--- src/rtl/half_to_pixel_pipe.sv ---
// rtl/half_to_pixel_pipe.sv - three-stage float to unsigned fixed-point pixel converter
//
// Ports:
//   i_clk    : clock, all state on the rising edge
//   i_rst_n  : asynchronous active-low reset
//   i_valid  : input word valid
//   o_ready  : block can accept i_float this cycle
//   i_float  : sign | exponent | mantissa
//   o_valid  : result valid
//   i_ready  : downstream accepts the result this cycle
//   o_pixel  : unsigned fixed-point result with FRAC_W fraction bits
//   o_sat    : result clamped to max (overflow, inf, NaN)
//   o_neg    : negative non-zero input clamped to 0
module half_to_pixel_pipe #(
    parameter int EXP_W  = 5,
    parameter int MAN_W  = 10,
    parameter int OUT_W  = 17,
    parameter int FRAC_W = 0,
    parameter int ROUND  = 0
) (
    input  logic                   i_clk,
    input  logic                   i_rst_n,
    input  logic                   i_valid,
    output logic                   o_ready,
    input  logic [EXP_W+MAN_W:0]   i_float,
    output logic                   o_valid,
    input  logic                   i_ready,
    output logic [OUT_W-1:0]       o_pixel,
    output logic                   o_sat,
    output logic                   o_neg
);

    localparam int BIAS   = (1 << (EXP_W - 1)) - 1;
    // Left-shift distance of {1,mantissa} relative to the output LSB is exp + SH_OFS.
    localparam int SH_OFS = FRAC_W - MAN_W - BIAS;
    // Wide enough to hold the largest non-overflowing alignment plus the guard bit.
    localparam int G_W    = OUT_W + MAN_W + 3;
    localparam logic [EXP_W-1:0] EXP_ONES = '1;

    // ---------------------------------------------------------------- handshake
    logic load1, load2, load3;
    logic s1_valid, s2_valid;

    assign load3   = !o_valid  || i_ready;
    assign load2   = !s2_valid || load3;
    assign load1   = !s1_valid || load2;
    assign o_ready = load1;

    // ---------------------------------------------------------------- S1 decode
    logic             s1_sign;
    logic [EXP_W-1:0] s1_exp;
    logic [MAN_W-1:0] s1_man;
    logic             s1_zero;
    logic             s1_special;

    logic [EXP_W-1:0] in_exp;
    assign in_exp = i_float[EXP_W+MAN_W-1:MAN_W];

    always_ff @(posedge i_clk or negedge i_rst_n) begin
        if (!i_rst_n) begin
            s1_valid   <= 1'b0;
            s1_sign    <= 1'b0;
            s1_exp     <= '0;
            s1_man     <= '0;
            s1_zero    <= 1'b0;
            s1_special <= 1'b0;
        end else if (load1) begin
            s1_valid <= i_valid;
            if (i_valid) begin
                s1_sign    <= i_float[EXP_W+MAN_W];
                s1_exp     <= in_exp;
                s1_man     <= i_float[MAN_W-1:0];
                s1_zero    <= (in_exp == '0);
                s1_special <= (in_exp == EXP_ONES);
            end
        end
    end

    // ---------------------------------------------------------------- S2 align
    int             sh;
    logic [G_W-1:0] g;
    logic           ovf_c;

    always_comb begin
        sh = $signed({{(32-EXP_W){1'b0}}, s1_exp}) + SH_OFS;
        // The extra zero at the bottom becomes the guard bit after a right shift.
        g  = {{(G_W-MAN_W-2){1'b0}}, 1'b1, s1_man, 1'b0};
        if (sh >= 0) begin
            g = g << sh;
        end else begin
            g = g >> (-sh);
        end
        // MSB of the significand lands at bit MAN_W+sh; at or above OUT_W it is lost.
        ovf_c = ((sh + MAN_W) >= OUT_W) || (|g[G_W-1:OUT_W+1]);
    end

    logic             s2_sign;
    logic             s2_zero;
    logic             s2_special;
    logic             s2_ovf;
    logic [OUT_W-1:0] s2_val;
    logic             s2_guard;

    always_ff @(posedge i_clk or negedge i_rst_n) begin
        if (!i_rst_n) begin
            s2_valid   <= 1'b0;
            s2_sign    <= 1'b0;
            s2_zero    <= 1'b0;
            s2_special <= 1'b0;
            s2_ovf     <= 1'b0;
            s2_val     <= '0;
            s2_guard   <= 1'b0;
        end else if (load2) begin
            s2_valid <= s1_valid;
            if (s1_valid) begin
                s2_sign    <= s1_sign;
                s2_zero    <= s1_zero;
                s2_special <= s1_special;
                s2_ovf     <= ovf_c;
                s2_val     <= g[OUT_W:1];
                s2_guard   <= g[0];
            end
        end
    end

    // ---------------------------------------------------------------- S3 finish
    logic             rnd_bit;
    logic [OUT_W:0]   sum;
    logic             big;
    logic             nonzero;
    logic [OUT_W-1:0] pix_c;
    logic             sat_c;
    logic             neg_c;

    always_comb begin
        rnd_bit = (ROUND != 0) && s2_guard;
        sum     = {1'b0, s2_val} + {{OUT_W{1'b0}}, rnd_bit};
        big     = s2_ovf || sum[OUT_W];
        nonzero = big || (sum[OUT_W-1:0] != '0);
        pix_c   = '0;
        sat_c   = 1'b0;
        neg_c   = 1'b0;
        if (s2_special) begin
            // inf and NaN saturate regardless of sign
            pix_c = '1;
            sat_c = 1'b1;
        end else if (s2_zero) begin
            pix_c = '0;
        end else if (s2_sign) begin
            // negative zero after rounding is not reported as a clamp
            neg_c = nonzero;
        end else if (big) begin
            pix_c = '1;
            sat_c = 1'b1;
        end else begin
            pix_c = sum[OUT_W-1:0];
        end
    end

    always_ff @(posedge i_clk or negedge i_rst_n) begin
        if (!i_rst_n) begin
            o_valid <= 1'b0;
            o_pixel <= '0;
            o_sat   <= 1'b0;
            o_neg   <= 1'b0;
        end else if (load3) begin
            o_valid <= s2_valid;
            if (s2_valid) begin
                o_pixel <= pix_c;
                o_sat   <= sat_c;
                o_neg   <= neg_c;
            end
        end
    end

endmodule
--- config.mk ---
export PLATFORM = sky130hd
export DESIGN_NAME = half_to_pixel_pipe
export DESIGN_NICKNAME = d
export VERILOG_FILES = /design/src/rtl/half_to_pixel_pipe.sv
export SDC_FILE = /design/constraint.sdc
export NUM_CORES = 1
export LEC_CHECK = 0
export ABC_AREA = 1
export CAP_MARGIN = 20
export CORE_UTILIZATION = 60
export DETAILED_ROUTE_END_ITERATION = 16
export DONT_BUFFER_PORTS = 1
export PLACE_DENSITY_LB_ADDON = 0.3
export SLEW_MARGIN = 20
export SYNTH_ARGS = -nofsm -noshare
export SYNTH_HDL_FRONTEND = slang
export SYNTH_SLANG_ARGS = --single-unit
--- constraint.sdc ---
create_clock -name i_clk -period 4.8 [get_ports i_clk]
set_clock_uncertainty 0.2 [all_clocks]
set_input_delay 0.72 -clock i_clk [delete_from_list [all_inputs] [get_ports i_clk]]
set_output_delay 0.72 -clock i_clk [all_outputs]
set_load 0.005 [all_outputs]
Word level (Yosys, flattened, before mapping)
Cells that the tools add are included.
{"block": "totals", "output_inout_bits": 21, "inputBits": 20, "regBits": 61, "word_cells": 50}
{"block": "classes", "reduce_logical": 14, "order_cmp": 2, "n_shift": 2, "n_eq_ne": 1, "n_addsub": 3, "muxes": 12}
{"operator": "17-bit two-way mux", "n": 4}
{"operator": "7-bit negation with 32-bit output", "n": 1}
{"operator": "12-bit by 32-bit << shifter with 30-bit output", "n": 1}
{"operator": "12-bit by 32-bit right shift with 30-bit output", "n": 1}
{"operator": "30-bit two-way mux", "n": 1}
{"operator": "17-bit nonzero test", "n": 1}
{"operator": "12-bit OR reduction", "n": 1}
{"operator": "7-bit by 5-bit adder with 8-bit output (second input constant)", "n": 1}
{"operator": "8-bit by 6-bit greater-or-equal comparator with 1-bit output (second input constant)", "n": 1}
{"operator": "6-bit by 6-bit adder with 7-bit output (second input constant)", "n": 1}
{"operator": "7-bit by 1-bit greater-or-equal comparator with 1-bit output (second input constant)", "n": 1}
{"operator": "1-bit two-way mux", "n": 7}
{"operator": "2-bit AND reduction", "n": 3}
{"operator": "5-bit equality test (second input constant)", "n": 1}
{"operator": "5-bit zero test", "n": 1}
{"operator": "1-bit logical OR", "n": 5}
{"operator": "1-bit zero test", "n": 3}

Depth between registers and ports, before layout
Gate-level depths: netlist of the first run.
{"block": "logic_depth", "ltp_word": 6, "mapped_depth": 23, "mapped_depth_nobuf": 23}

Least setup slack after synthesis of the first run
OpenSTA, ideal clock, no wires.
{"block": "synth_path", "kind": "register to register", "startpoint": "reg s1_exp[0]", "endpoint": "reg s2_val[5]", "setup_ns": 0.077, "required_time_ns": 4.523, "path_stages_with_launch": 21, "setup_slack_ns": 1.188, "n_path_buf": 2, "period_less_slack_ns": 3.612, "arrival_time_ns": 3.334, "cell_sequence": "dfrtp_1 -> buf_6 -> inv_2 -> ha_1 -> xnor2_2 -> clkbuf_1 -> ha_1 -> nand2_1 -> inv_1 -> nand2_1 -> ha_1 -> nand2_1 -> nor3_1 -> nand2_1 -> nor2_1 -> nand2_1 -> inv_2 -> nand4_1 -> a21oi_1 -> nand2_1 -> a21oi_1"}
{"block": "synth_via", "elab_chain_cells": 4, "word_cells_on_any_way": 6, "cone_classes": "2 x add/sub; 1 x order compare; 2 x shift; 1 x mux"}
{"item": "start, declared", "line_no": "51", "source": "logic [EXP_W-1:0] s1_exp;"}
{"item": "start signal, assigned", "line_no": "71", "source": "s1_exp <= in_exp;"}
{"item": "6-bit by 6-bit adder with 7-bit output (*)", "line_no": "85", "source": "sh = $signed({{(32-EXP_W){1'b0}}, s1_exp}) + SH_OFS;"}
{"item": "7-bit negation with 32-bit output", "line_no": "91", "source": "g = g >> (-sh);"}
{"item": "12-bit by 32-bit right shift with 30-bit output", "line_no": "91"}
{"item": "30-bit two-way mux (*)", "line_no": "88", "source": "if (sh >= 0) begin"}
{"item": "end signal, assigned", "line_no": "120", "source": "s2_val <= g[OUT_W:1];"}
{"item": "end, declared", "line_no": "101", "source": "logic [OUT_W-1:0] s2_val;"}
Every way passes the cells marked *; elsewhere a longest branch is shown, timed or not.
A chain may end at the register's enable or synchronous reset.

Final worst setup path of the first run
{"block": "layout_path", "startpoint": "reg s1_exp[1]", "endpoint": "reg s2_val[0]"}
The elaborated chain is that of the path after synthesis.

==> results of run 1 <==
[power by group through the flow]
stage	registers, uW	clock network [uW]	logic, uW
after global placement	791	0	794
after CTS	788	459	827
after global routing	806	482	937
after detailed placement	798	0	809
final	788	456	834
after floorplan	767	0	676
[area by class of cell]
class,instances,area [um^2]
clock buffers,9,123.9
clock inverters,7,66.31
fillers,590,2177
inverters,64,240.2
multi-input cells,399,2121
flip-flops and latches,61,1526
well taps,77,96.34
repair buffers,2,35.03
[timing repair]
action | in CTS | in global routing
hold buffers | 1 | 0
endpoints found under the hold margin | 61 | 0
setup buffers | 0 | 0
resized for setup | 0 | 0
[kinds of logic after synthesis]
logic type / count (synthesis)
xor+xnor: 3
flops: 61
buf+inv: 86
compound gates: 130
simple gates: 252
fa+ha+maj: 14
[metrics by stage]
| step | area, um^2 | cells | utilization |
|---|---|---|---|
| finish | 4209 | 619 | 0.6591 |
| global route | 4209 | 619 | 0.6591 |
| CTS | 4209 | 619 | 0.6591 |
| detailed placement | 3991 | 602 | 0.6250 |
| global placement | 3991 | 602 | 0.6250 |
| floorplan | 3995 | 546 | - |
[worst reg2reg max path: stages, from the launching register on]
cell	delay [ns]
dfrtp_1	0.35
inv_1	0.11
ha_1	0.27
xnor2_2	0.64
ha_1	0.27
nand2_1	0.17
inv_1	0.23
nand2_1	0.09
ha_1	0.29
nand2_1	0.05
nor3_1	0.20
nand2_1	0.09
nor2_1	0.10
nand2_1	0.13
inv_2	0.13
nand2_4	0.08
a21oi_2	0.17
nand2_1	0.08
nand2_1	0.06
nand3_1	0.08
nand2_1	0.08
[routing by layer]
metal  wire length (um)  GRT usage  vias to the layer above
li1                   -          -                     1795
met2               4163     0.4331                      120
met5                  0          0                        -
met3                425    0.04847                       23
met4                263     0.1279                        0
met1               4231     0.3487                     1601
[final timing paths]
path	endpoint	cells after the start	from	slack, ns
worst max register to register	s2_val[0]	20	s1_exp[1]	0.89
worst min-delay path	s2_val[13]	1	i_rst_n	0.03
worst max-delay path	s2_val[0]	20	s1_exp[1]	0.89
worst min register to register	o_valid	2	s2_valid	0.29
min in group i_clk	s1_man[5]	2	i_float[5]	0.29
max in group asynchronous	s1_man[0]	1	i_rst_n	4.12
[flip-flops by register name, summed over array words and instances, names as in the netlist, 5 cells and up]
register	cells
s1_man	10
o_pixel	17
s1_exp	5
s2_val	17
[cells in the final DEF, fill, tap and decap left out, types with 5 or more instances in the layout]
master / synthesis / routed
a21oi_1: 32 / 32
clkbuf_8: 0 / 9
dfrtp_1: 61 / 61
ha_1: 14 / 14
inv_1: 52 / 52
inv_2: 8 / 8
nand2_1: 137 / 137
nand2_2: 7 / 7
nand2_4: 8 / 8
nand3_1: 29 / 29
nand4_1: 9 / 9
nor2_1: 46 / 46
o211ai_1: 5 / 5
o21ai_0: 57 / 57
o21ai_1: 11 / 11
o311ai_0: 8 / 8
==> key figures, run 1 <==
Clocking
  • H-tree depth: 3
  • CTS tree: yes
  • Root Driver: clkbuf_8
  • Clk buf depth: 2
  • Clock tree sinks: between 60 and 70
  • Clk_lat worst skew: about 0.35 ns
  • Inserted Clock Buffers: 9
  • Clk slew on worst S/H paths: 0.08 ns

Pwr
  • Clock Power Share: 0.219
  • Seq pwr share: 0.379
  • P_int: ~1200 uW
  • Fraction of power spent switching nets: 0.4358
  • P per Cell Area: 493.5 mW/mm^2
  • Comb pwr share: 0.401
  • Switch Pwr: roughly 900 uW
  • VDD IR-drop max: approximately 0.29 mV
  • Leakage Power: roughly 0.0020 uW
  • Pwr Total: roughly 2100 uW

Synthesis
  • Post-synth EDFFs: 0
  • Top_reg_cell synth: dfrtp_1
  • Compound-Gate Fraction of Synth Area: 0.1851
  • Post-synthesis sequential area ratio: 0.3821
  • Cell Area, Synth: approximately 0.004 mm^2
  • Synth Net Count: 580
  • Netlist cell types: slightly above 40
  • Dominant cell type by area after synthesis: dfrtp_1
  • Syn Area/Cell: about 7.3 um^2
  • Top-count cell post-synth: nand2_1
  • Ys Warns: 0
  • Ys async rst share: 1.000
  • Post-Synth Simple-Gate Area: 0.2888
  • Adder-cell share of the synthesized area: 0.04385
  • Xor and xnor area share after synthesis: 0.01315
  • Most instantiated cells after synthesis: nand2_1 (137), dfrtp_1 (61), o21ai_0 (57), inv_1 (52), nor2_1 (46)
  • Largest cells by area after synthesis: dfrtp_1 (38%), nand2_1 (13%), o21ai_0 (7.1%), inv_1 (4.9%), ha_1 (4.4%)
  • Syn Inst Count: 546
  • Yosys reg bits: slightly above 60
  • Top cell type's share of synthesized area: 0.3821
  • Largest family of logic cells by synthesized area: simple AND/OR/NAND/NOR gates
  • Mux cell area share after synthesis: 0

STA
  • Final Max Tran Viols: 0
  • Fin. Hold Viols: 0
  • Fmax achieved: between 200 and 300 MHz
  • Relative slew margins: 0.4268
  • Worst Tran Pin Value: between 0.8 and 0.9 ns
  • Worst setup margin: 0.8922 ns
  • Hold Slack: between 0.03 and 0.04 ns
  • Setup TNS: 0 ns
  • Final setup vio count: 0
  • Period utilization: 0.8141
  • RSZ-0062 raised after global routing: no
  • Minimum clock period: about 3.9 ns

Floorplan
  • Die area: approximately 0.007 mm^2
  • Num rows: 29
  • Core footprint: between 0.006 and 0.007 mm^2
  • Initial core utilization: 0.6256
  • Die Y: roughly 84 um
  • I/O pin cnt: 41
  • Die extent in x: between 80 and 90 um

Drt
  • Via count: between 3k and 4k
  • Remaining DRCs: 0
  • Wirelength, routed: around 9000 um
  • Vias per inst: about 5.7
  • Post-route ant nets: 0
  • Routed len/inst: approximately 15 um
  • Starting DRC count in detailed routing: 283
  • TritonRoute pass-1 iters: 5

Place
  • I/O Buffers: 0
  • RD Place Congestion: 0.9544
  • DP HPWL: 6798 um
  • Place WS: roughly 0.95 ns

Setup path
  • Critical Path RT: slightly below 5 ns
  • Top cell by count, worst path: nand2_1
  • Top cell family by delay on the critical path: simple AND/OR/NAND/NOR gates
  • Worst Path Arrival: 4.00 ns
  • Crit path launch type: flop
  • Max FO, Critical Path: 17
  • Crit-path max cell delay: ~0.64 ns
  • Slowest-stage cell, CP: xnor2_2
  • CP Buf/Inv Count: 3
  • CP Cell Sequence: inv_1, ha_1, xnor2_2, ha_1, nand2_1, inv_1, nand2_1, ha_1, nand2_1, nor3_1, nand2_1, nor2_1, nand2_1, inv_2, nand2_4, a21oi_2, nand2_1, nand2_1, nand3_1, nand2_1
  • Worst Setup End Kind: flop
  • CP Class: flop to flop

Global routing
  • Largest net degree at the start of global routing: 62
  • Total global-route track usage: 0.2682
  • Global-route wire length before repair: 14810 um
  • Grt ovf: 0
  • Vias in the first global route: about 3.2k
  • Initial antenna violation count: 0

Cells and area
  • Nets: between 500 and 600
  • Area delta synth->final: 5.356%
  • # diodes: 0
  • Share of cells above drive strength 1: 0.09779

Run
  • Total of max-cap violations: 0

Status
  • Outcome: finished clean

Hold path
  • Type of the worst min-delay path: input port to asynchronous set/reset pin
Note: power is estimated with default switching activity, not from simulation.
==> run 2: changes to the inputs <==
--- a/config.mk
+++ b/config.mk
@@ -7,7 +7,7 @@
 export LEC_CHECK = 0
 export ABC_AREA = 1
 export CAP_MARGIN = 20
-export CORE_UTILIZATION = 60
+export CORE_UTILIZATION = 58
 export DETAILED_ROUTE_END_ITERATION = 16
 export DONT_BUFFER_PORTS = 1
 export PLACE_DENSITY_LB_ADDON = 0.3
==> constraint.sdc (replaced) <==
create_clock -name i_clk -period 3.3 [get_ports i_clk]
set_clock_uncertainty 0.2 [all_clocks]
set_input_delay 0.495 -clock i_clk [delete_from_list [all_inputs] [get_ports i_clk]]
set_output_delay 0.495 -clock i_clk [all_outputs]
set_load 0.005 [all_outputs]
==> key figures, run 2 (synthesis gave the netlist of run 1 again) <==
Pwr
  • P per Cell Area: 730.2 mW/mm^2
  • VDD IR-drop max: 0.4417 mV
  • Leakage Power: roughly 0.0021 uW

Setup path
  • Reg2Reg Setup Slack: 0.25 ns
  • Worst Setup End Kind: flop
  • Reg-to-reg endpoint: s2_val[1]
  • Slowest-stage cell, CP: dfrtp_2
  • Critical Path RT: about 3.4 ns
  • CP Buf/Inv Count: 2
  • Top cell family by delay on the critical path: simple AND/OR/NAND/NOR gates
  • R2r startpoint: s1_exp[2]
  • Max FO, Critical Path: 4
  • CP Class: flop to flop
  • Crit path depth: 20
  • CP Cell Sequence: inv_2, ha_1, nand2_4, nand2_4, nand2_2, nand2_4, nand2_4, nor2_4, nand2_1, ha_1, nand2_1, nor2_1, nand2_1, nor2_2, nand2_2, inv_2, nand4_1, o21ai_2, nand2_1, a21oi_1
  • Crit-path max cell delay: 0.45 ns
  • Crit path launch type: flop
  • Worst Path Arrival: ~3.1 ns
  • Cells on worst reg2reg path: 20

Cells and area
  • # diodes: 0
  • Multi-input combinational cell area: 0.002177 mm^2
  • Biggest regs: o_pixel: 17 flops, s2_val: 17 flops, s1_man: 10 flops
  • FILL cells: 580
  • Most frequent cells in the layout: nand2_1 (135), dfrtp_1 (60), o21ai_0 (57), inv_1 (50), nor2_1 (44)
  • Commonest non-fill, non-tap cell in the layout: nand2_1
  • Share of cells above drive strength 1: 0.1322
  • Area delta synth->final: 9.677%
  • Nets: around 580
  • Sequential cell area: approximately 0.0015 mm^2

Hold path
  • Type of the worst min-delay path: input port to flop
  • Hold Path Sink: s1_man[0]
  • Hold_sp: i_float[0]
  • Hold path depth: 2

STA
  • Setup TNS: 0 ns
  • Relative slew margins: 0.4181
  • Minimum clock period: between 3 and 4 ns
  • Worst setup margin: between 0.2 and 0.3 ns
  • Hold Slack: ~0.066 ns
  • Worst Tran Pin Value: about 0.87 ns
  • Final Max Tran Viols: 0
  • Fmax achieved: 328.1 MHz
  • Final setup vio count: 0
  • Fin. Hold Viols: 0
  • Period utilization: 0.9236

Floorplan
  • I/O pin cnt: approximately 40
  • Num rows: 29
  • Die area: slightly above 0.007 mm^2
  • Die extent in x: roughly 85 um
  • Initial core utilization: 0.6151
  • Die Y: 85.00 um
  • Core footprint: between 0.006 and 0.007 mm^2

Place
  • Place WS: 0.05653 ns
  • DP HPWL: ~7100 um
  • RD Place Congestion: ~0.9
  • I/O Buffers: 0

Clocking
  • CTS tree: yes
  • Clk slew on worst S/H paths: around 0.070 ns
  • Root Driver: clkbuf_8
  • Clk_lat worst skew: approximately 0.35 ns
  • H-tree depth: 3
  • Clock tree sinks: 61
  • Inserted Clock Buffers: 9
  • Clk buf depth: 2

Drt
  • Wirelength, routed: between 9000 and 10000 um
  • Vias per inst: 5.709
  • Starting DRC count in detailed routing: roughly 250
  • Via count: roughly 3.6k
  • Post-route ant nets: 0
  • Routed len/inst: roughly 15 um
  • Remaining DRCs: 0
  • TritonRoute pass-1 iters: 5

Run
  • Total of max-cap violations: 0

Global routing
  • Largest net degree at the start of global routing: a little over 60
  • Total global-route track usage: 0.2805
  • Grt ovf: 0
  • Global-route wire length before repair: 15840 um
  • Vias in the first global route: approximately 3.4k
  • Initial antenna violation count: 0

Status
  • Outcome: finished clean
[run 2: changes by cell type in the layout (fill, tap and decap cells not counted), sizes merged]
cell         before  now
buf               2   11
bufinv            1    2
clkinv            9    5
clkinvlp          1    2
dlygate4sd3       0    1
inv              60   62
[run 2: repair_timing]
| action | 4_1_cts | 5_1_grt |
|---|---|---|
| hold buffers | 2 | 0 |
| setup buffers | 0 | 1 |
| gates resized for setup | 0 | 13 |
| endpoints found under the setup margin | 0 | 11 |
| endpoints found under the hold margin | 61 | 0 |
[run 2: worst max path at each step]
stage / startpoint / end
2_1_floorplan: s1_exp[0] / s2_val[5]
3_3_place_gp: s1_exp[1] / s2_val[0]
6_report: s1_exp[2] / s2_val[1]
3_5_place_dp: s1_exp[1] / s2_val[5]
5_1_grt: s1_exp[1] / s2_val[1]
4_1_cts: s1_exp[1] / s2_val[5]
[run 2: power by group]
group | internal, uW | total (uW) | switching (uW)
registers | 976 | 1150 | 171
logic | 443 | 1310 | 870
clock network | 428 | 739 | 311
total | 1850 | 3200 | 1350
[run 2: final cells by class]
| type | count | share of cell area |
|---|---|---|
| clock buffers | 9 | 0.02827 |
| clock inverters | 7 | 0.02227 |
| inverters | 64 | 0.05540 |
| multi-input cells | 399 | 0.4969 |
| flip-flops and latches | 61 | 0.3487 |
| well taps | 77 | 0.02199 |
| repair buffers | 12 | 0.02656 |
[run 2: stage by stage]
stage	instance area, um^2	utilization	power [uW]	instances
4_1_cts	4327	0.6662	3159	628
6_report	4382	0.6746	3199	629
2_1_floorplan	4021	-	2120	546
3_5_place_dp	4068	0.6263	2401	610
5_1_grt	4382	0.6746	3459	629
3_3_place_gp	4068	0.6263	2364	610
[run 2: layer usage]
layer / share of wire / vias up / track usage
li1: - / 1807 / -
met3: 0.045 / 15 / 0.05545
met4: 0.018 / 0 / 0.09245
met2: 0.48 / 122 / 0.4685
met1: 0.46 / 1647 / 0.3665
met5: 0 / - / 0
